[config.mk]
export PLATFORM = sky130hd
export DESIGN_NAME = mc_control
export DESIGN_NICKNAME = d
export VERILOG_FILES = /design/src/rtl/mc_control.sv
export SDC_FILE = /design/constraint.sdc
export NUM_CORES = 1
export LEC_CHECK = 0
export ABC_CLOCK_PERIOD_IN_PS = 5600
export CAP_MARGIN = 20
export CORE_MARGIN = 1.5
export CORE_UTILIZATION = 52
export DETAILED_ROUTE_END_ITERATION = 10
export PLACE_DENSITY = 0.85
export SYNTH_ARGS = -nofsm -noshare
export SYNTH_HDL_FRONTEND = slang
export SYNTH_SLANG_ARGS = --single-unit
[constraint.sdc]
create_clock -name clk -period 5.6 [get_ports clk]
set_clock_uncertainty 0.05 [all_clocks]
set_input_delay 1.12 -clock clk [delete_from_list [all_inputs] [get_ports clk]]
set_output_delay 1.12 -clock clk [all_outputs]
set_load 0.03 [all_outputs]
[src/rtl/mc_control.sv]
// mc_control: Moore-style multi-cycle sequencer for a MIPS multi-cycle datapath.
// Runs one instruction at a time through FETCH/DECODE/execute/write-back
// states and drives the datapath enables, mux selects and ALU function code.
// It counts retired instructions and parks in a sticky ERR state on an
// unsupported opcode or an ALU fault.
//
// Optional feature macro: MC_CONTROL_MEM_READY_EN
//   When defined, adds input mem_ready. FETCH, MEM_RD and MEM_WR hold their
//   state until mem_ready=1.
//
// Ports:
//   clk, reset        rising-edge clock, synchronous active-high reset
//   op, func          IR[31:26] and IR[5:0]
//   alu_cond, alu_err ALU condition flag and ALU fault flag
//   mem_ready         (macro only) memory handshake, 1 = access complete
//   ir_write, pc_write, pc_cond, pc_inc, mem_write, reg_write  write enables
//   alu_src_a, alu_src_b, alu_op, pc_source, mdr_src, reg_dst, mem_to_reg
//                     datapath mux selects and ALU function code
//   state             current FSM state, for debug
//   error             sticky fault (state == ERR)
//   retired           completed-instruction count, wraps silently
//
// Handshake: with the macro, a memory state advances on a clock edge where
// mem_ready=1 and holds (outputs unchanged) on every edge where it is 0.
module mc_control #(
  parameter int         CNT_W  = 32,
  parameter logic [5:0] ADD_FN = 6'h20,
  parameter logic [5:0] SUB_FN = 6'h22
) (
  input  logic             clk,
  input  logic             reset,
  input  logic [5:0]       op,
  input  logic [5:0]       func,
  input  logic             alu_cond,
  input  logic             alu_err,
`ifdef MC_CONTROL_MEM_READY_EN
  input  logic             mem_ready,
`endif
  output logic             ir_write,
  output logic             pc_write,
  output logic             pc_cond,
  output logic             pc_inc,
  output logic             alu_src_a,
  output logic [1:0]       alu_src_b,
  output logic [5:0]       alu_op,
  output logic [1:0]       pc_source,
  output logic             mem_write,
  output logic             mdr_src,
  output logic             reg_write,
  output logic [1:0]       reg_dst,
  output logic [1:0]       mem_to_reg,
  output logic [3:0]       state,
  output logic             error,
  output logic [CNT_W-1:0] retired
);

  localparam logic [3:0] FETCH    = 4'd0;
  localparam logic [3:0] DECODE   = 4'd1;
  localparam logic [3:0] MEM_ADDR = 4'd2;
  localparam logic [3:0] MEM_RD   = 4'd3;
  localparam logic [3:0] MEM_WB   = 4'd4;
  localparam logic [3:0] MEM_WR   = 4'd5;
  localparam logic [3:0] R_EXE    = 4'd6;
  localparam logic [3:0] R_WB     = 4'd7;
  localparam logic [3:0] BRANCH   = 4'd8;
  localparam logic [3:0] JUMP     = 4'd9;
  localparam logic [3:0] ADDI_EXE = 4'd10;
  localparam logic [3:0] ADDI_WB  = 4'd11;
  localparam logic [3:0] JAL      = 4'd12;
  localparam logic [3:0] ERR      = 4'd15;

  logic [3:0] next_state;
  logic       mem_go;
  logic       retire;

  // alu_cond is combined with pc_cond outside this block.
  logic unused_alu_cond;
  assign unused_alu_cond = alu_cond;

`ifdef MC_CONTROL_MEM_READY_EN
  assign mem_go = mem_ready;
`else
  assign mem_go = 1'b1;
`endif

  always_comb begin
    next_state = state;
    case (state)
      FETCH:    if (mem_go) next_state = DECODE;
      DECODE: begin
        case (op)
          6'h00:        next_state = R_EXE;
          6'h23, 6'h2B: next_state = MEM_ADDR;
          6'h04:        next_state = BRANCH;
          6'h02:        next_state = JUMP;
          6'h03:        next_state = JAL;
          6'h08:        next_state = ADDI_EXE;
          default:      next_state = ERR;
        endcase
      end
      MEM_ADDR: next_state = alu_err ? ERR : ((op == 6'h23) ? MEM_RD : MEM_WR);
      MEM_RD:   if (mem_go) next_state = MEM_WB;
      MEM_WB:   next_state = FETCH;
      MEM_WR:   if (mem_go) next_state = FETCH;
      R_EXE:    next_state = alu_err ? ERR : R_WB;
      R_WB:     next_state = FETCH;
      BRANCH:   next_state = alu_err ? ERR : FETCH;
      JUMP:     next_state = FETCH;
      JAL:      next_state = FETCH;
      ADDI_EXE: next_state = alu_err ? ERR : ADDI_WB;
      ADDI_WB:  next_state = FETCH;
      default:  next_state = ERR;
    endcase
  end

  // Every path back to FETCH from a non-FETCH state completes an instruction;
  // a held FETCH and a faulting BRANCH are excluded by construction.
  assign retire = (state != FETCH) && (next_state == FETCH);

  always_ff @(posedge clk) begin
    if (reset) begin
      state   <= FETCH;
      retired <= '0;
    end else begin
      state <= next_state;
      if (retire) retired <= retired + {{(CNT_W-1){1'b0}}, 1'b1};
    end
  end

  always_comb begin
    ir_write   = 1'b0;
    pc_write   = 1'b0;
    pc_cond    = 1'b0;
    pc_inc     = 1'b0;
    alu_src_a  = 1'b0;
    alu_src_b  = 2'd0;
    alu_op     = 6'd0;
    pc_source  = 2'd0;
    mem_write  = 1'b0;
    mdr_src    = 1'b0;
    reg_write  = 1'b0;
    reg_dst    = 2'd0;
    mem_to_reg = 2'd0;
    case (state)
      FETCH: begin
        ir_write = 1'b1;
        pc_inc   = 1'b1;
      end
      DECODE: begin
        alu_src_b = 2'd3;
        alu_op    = ADD_FN;
      end
      MEM_ADDR, ADDI_EXE: begin
        alu_src_a = 1'b1;
        alu_src_b = 2'd2;
        alu_op    = ADD_FN;
      end
      MEM_WB: begin
        reg_write  = 1'b1;
        mem_to_reg = 2'd1;
      end
      MEM_WR: mem_write = 1'b1;
      R_EXE: begin
        alu_src_a = 1'b1;
        alu_op    = func;
      end
      R_WB: begin
        reg_write = 1'b1;
        reg_dst   = 2'd1;
      end
      BRANCH: begin
        alu_src_a = 1'b1;
        alu_op    = SUB_FN;
        pc_cond   = 1'b1;
        pc_source = 2'd1;
      end
      JUMP: begin
        pc_write  = 1'b1;
        pc_source = 2'd2;
      end
      JAL: begin
        pc_write   = 1'b1;
        pc_source  = 2'd2;
        mdr_src    = 1'b1;
        reg_write  = 1'b1;
        reg_dst    = 2'd2;
        mem_to_reg = 2'd1;
      end
      ADDI_WB: reg_write = 1'b1;
      default: ;
    endcase
    // A write in flight when reset rises is abandoned in that same cycle.
    if (reset) begin
      ir_write  = 1'b0;
      pc_write  = 1'b0;
      pc_cond   = 1'b0;
      pc_inc    = 1'b0;
      mem_write = 1'b0;
      reg_write = 1'b0;
    end
  end

  assign error = (state == ERR);

endmodule

==> impl_metrics.ini <==
[critical_path]
cpPeakStageDelay_ps = 560
crit_fanout = 37
crit_family = compound AO/OA/AOI/OAI gates
crit_type = input port to register
timing.critical_path.buf_inv = 2
cp.required_ps = 5720
cp-start-kind = input port
path_cells = clkdlybuf4s50_1 > nor4_2 > o211ai_1 > a222oi_1 > o2111ai_4 > buf_4 > nor4b_1 > mux2_2
cp-end-kind = register
crit_slowest_cell = a222oi_1
worstPathArrival_ps = 4000

[clock_tree]
cts_resized = 0
clk_latency_ps = 280
cts_hold_buf = 0
cts.sinks = 36
postCtsSetupRepairBufs = 0
cts_tree = done
root_buffer = clkbuf_8
cts_inserted_buffers = 5
cts_htree_levels = 2
clk_pin_slew_ps = 70
cts_buffer_depth = 2

[routing]
num_vias = 2656
ant_nets = 0
routedWlPerCell_um = 14.6
viasPerCell = 5.81
drt-pass1-iter-count = 4
remaining_drc_errors = 0
drt-total-wl_um = 6680
drt_iter0_drc = 223

[yosys]
synth-edff-count = 0
synth.top_cell.area_share = 0.267
yosys.area_share.simple = 0.455
synth_compound_area_frac = 0.102
synth_top_family_by_area = simple AND/OR/NAND/NOR gates
synth_warnings = 0
ys.flop_type = dfxtp_1
synth_xor_area_frac = 0.00325
synth_mux_area_frac = 0.113
syn_area_per_cell_um2 = 8.07
ys_ff_latch = 36
synthDistinctLibCells = 44
yosys.area.top_type = dfxtp_1
syn_nets = 351
seq_area_frac_synth = 0.267
synth_fa_ha_area_frac = 0.00464
ys_async_sr_fraction = 0
syn_inst = 334
synth_area_leaders = dfxtp_1 (27%), nor4_2 (10%), mux2_1 (10%)
syn-cell-area_mm2 = 0.00270

[finish]
diodes = 0
finalInstanceArea_mm2 = 0.00350
drive_gt1_frac = 0.116
layout.nets = 404
nFillCells = 425
area_delta_synth_final_pct = 30.0

[timing]
setup_tns_ps = 0
holdWs_ps = 502
tightest_slew_ps = 1040
max_freq_mhz = 258
max-slew-margin-rel = 0.307
period_share = 0.692
timing.final.ws_setup_ps = 1720
rsz0062_at_grt = no
finalSetupViolations = 0
hold_violations = 0
period_needed_ps = 3880
slew_violations = 0

[placement]
dp_hpwl_um = 4590
placed_area_mm2 = 0.00341
port_buffers = 72
post-place-ws_ps = 1420
globalplace.congestion = 0.833

[job]
maxCapViolations = 0

[die]
die_y_um = 75.0
dieArea_mm2 = 0.00563
initial_utilization = 0.535
placementRows = 26
ios = 75
die_x_um = 75.0
core_area_mm2 = 0.00504

[power_and_ir_drop]
p_leak_nw = 1.19
ir_drop_v = 0.000597
power.density_mw_per_mm2 = 372

[global_routing]
grt_pass1_wl_um = 10900
grt-ovfl-total = 0
track_usage = 0.246
grt_max_degree = 64
grt_pass1_vias = 2359
grt_antenna_before_repair = 0

[outcome]
status = completed

[min_path]
timing.hold.worst.class = register to register
==> final timing paths <==
path | from | end | slack, ps | depth (start not counted)
max | op[0] | retired[20]$_SDFFE_PP0P_ | 1720 | 8
min | retired[1]$_SDFFE_PP0P_ | retired[1]$_SDFFE_PP0P_ | 500 | 2
max reg2reg | state[3]$_SDFF_PP0_ | retired[20]$_SDFFE_PP0P_ | 2480 | 7
min reg2reg | retired[1]$_SDFFE_PP0P_ | retired[1]$_SDFFE_PP0P_ | 500 | 2
==> layout make-up <==
| class | count | area, um2 | area share |
|---|---|---|---|
| well taps | 70 | 87.6 | 0.0250 |
| flip-flops and latches | 36 | 721 | 0.206 |
| multi-input cells | 266 | 1850 | 0.528 |
| repair buffers | 75 | 738 | 0.211 |
| clock buffers | 7 | 96.3 | 0.0275 |
| inverters | 3 | 11.3 | 0.00321 |
==> synthesized netlist by cell type (5+ instances only) <==
library cell	number
nor3_1	7
nand3_1	14
and3_1	8
nor2_1	49
nand2b_1	5
o31ai_1	5
dfxtp_1	36
buf_1	5
and4_1	6
a21oi_1	13
buf_4	5
mux2_1	24
or4_1	6
nor2b_1	32
clkbuf_1	15
nor4_2	22
o21ai_0	9
nand2_1	20
nand4_1	7
==> registers in the layout, summed over array words and instances, names as in the netlist <==
name and flops:
retired 32, state 4
==> where the power goes <==
part	switching [mW]	total [mW]	leakage (nW)	internal, mW
combinational	0.538	0.771	0.851	0.232
clock	0.0864	0.196	0.0503	0.110
sequential	0.0654	0.336	0.291	0.271
total	0.690	1.30	1.19	0.613
==> cells in the final DEF, fill, tap and decap left out, drive strengths merged, types with 2 or more instances in the layout <==
| cell | netlist | layout |
|---|---|---|
| clkdlybuf4s50 | 0 | 71 |
| clkbuf | 15 | 7 |
| nand2 | 20 | 20 |
| a31oi | 4 | 4 |
| inv | 3 | 3 |
| or4 | 6 | 6 |
| nor4b | 6 | 6 |
| nor2b | 32 | 32 |
| and4 | 6 | 6 |
| a21oi | 13 | 13 |
| o31ai | 5 | 5 |
| dfxtp | 36 | 36 |
| mux2 | 27 | 27 |
| nand4 | 7 | 7 |
| nand3 | 14 | 14 |
| buf | 14 | 4 |
| a21o | 2 | 2 |
| nor3 | 7 | 7 |
| nor3b | 2 | 2 |
| and3 | 8 | 8 |
| nand2b | 5 | 5 |
| o211ai | 3 | 3 |
| and2 | 2 | 2 |
| nor4 | 25 | 25 |
| o21ai | 9 | 9 |
| nor2 | 49 | 49 |
==> worst reg2reg max path: stages, from the launching register on <==
cell and delay (ps):
dfxtp_1 740, or3b_2 250, a21oi_1 60, a222oi_1 610, o2111ai_4 180, buf_4 330
nor4b_1 420, mux2_2 370
==> per-stage QoR <==
stage / util / total power [mW] / cells
6_report: 0.695 / 1.30 / 457
5_1_grt: 0.695 / 1.37 / 457
4_1_cts: 0.695 / 1.30 / 457
3_5_place_dp: 0.676 / 1.10 / 450
3_3_place_gp: 0.676 / 1.09 / 450
2_1_floorplan: - / 0.901 / 334
==> per-layer routing <==
metal,track usage,up-vias,wire length [um]
met1,0.331,1266,2980
met3,0.0415,7,281
li1,-,1312,-
met5,0,-,0
met4,0.0566,0,48
met2,0.414,71,3370
==> cells by family (layout without fill, tap and decap cells) <==
logic type,count (synthesis),count (layout)
other,1,1
xor gates and xnor gates,1,1
AOI/OAI and AO/OA,42,42
DFF,36,36
adders and majority gates,1,1
and+or+nand+nor,194,194
buffers and inverters,32,85
muxes,27,27
No activity file was read; power rests on OpenSTA's default activity.
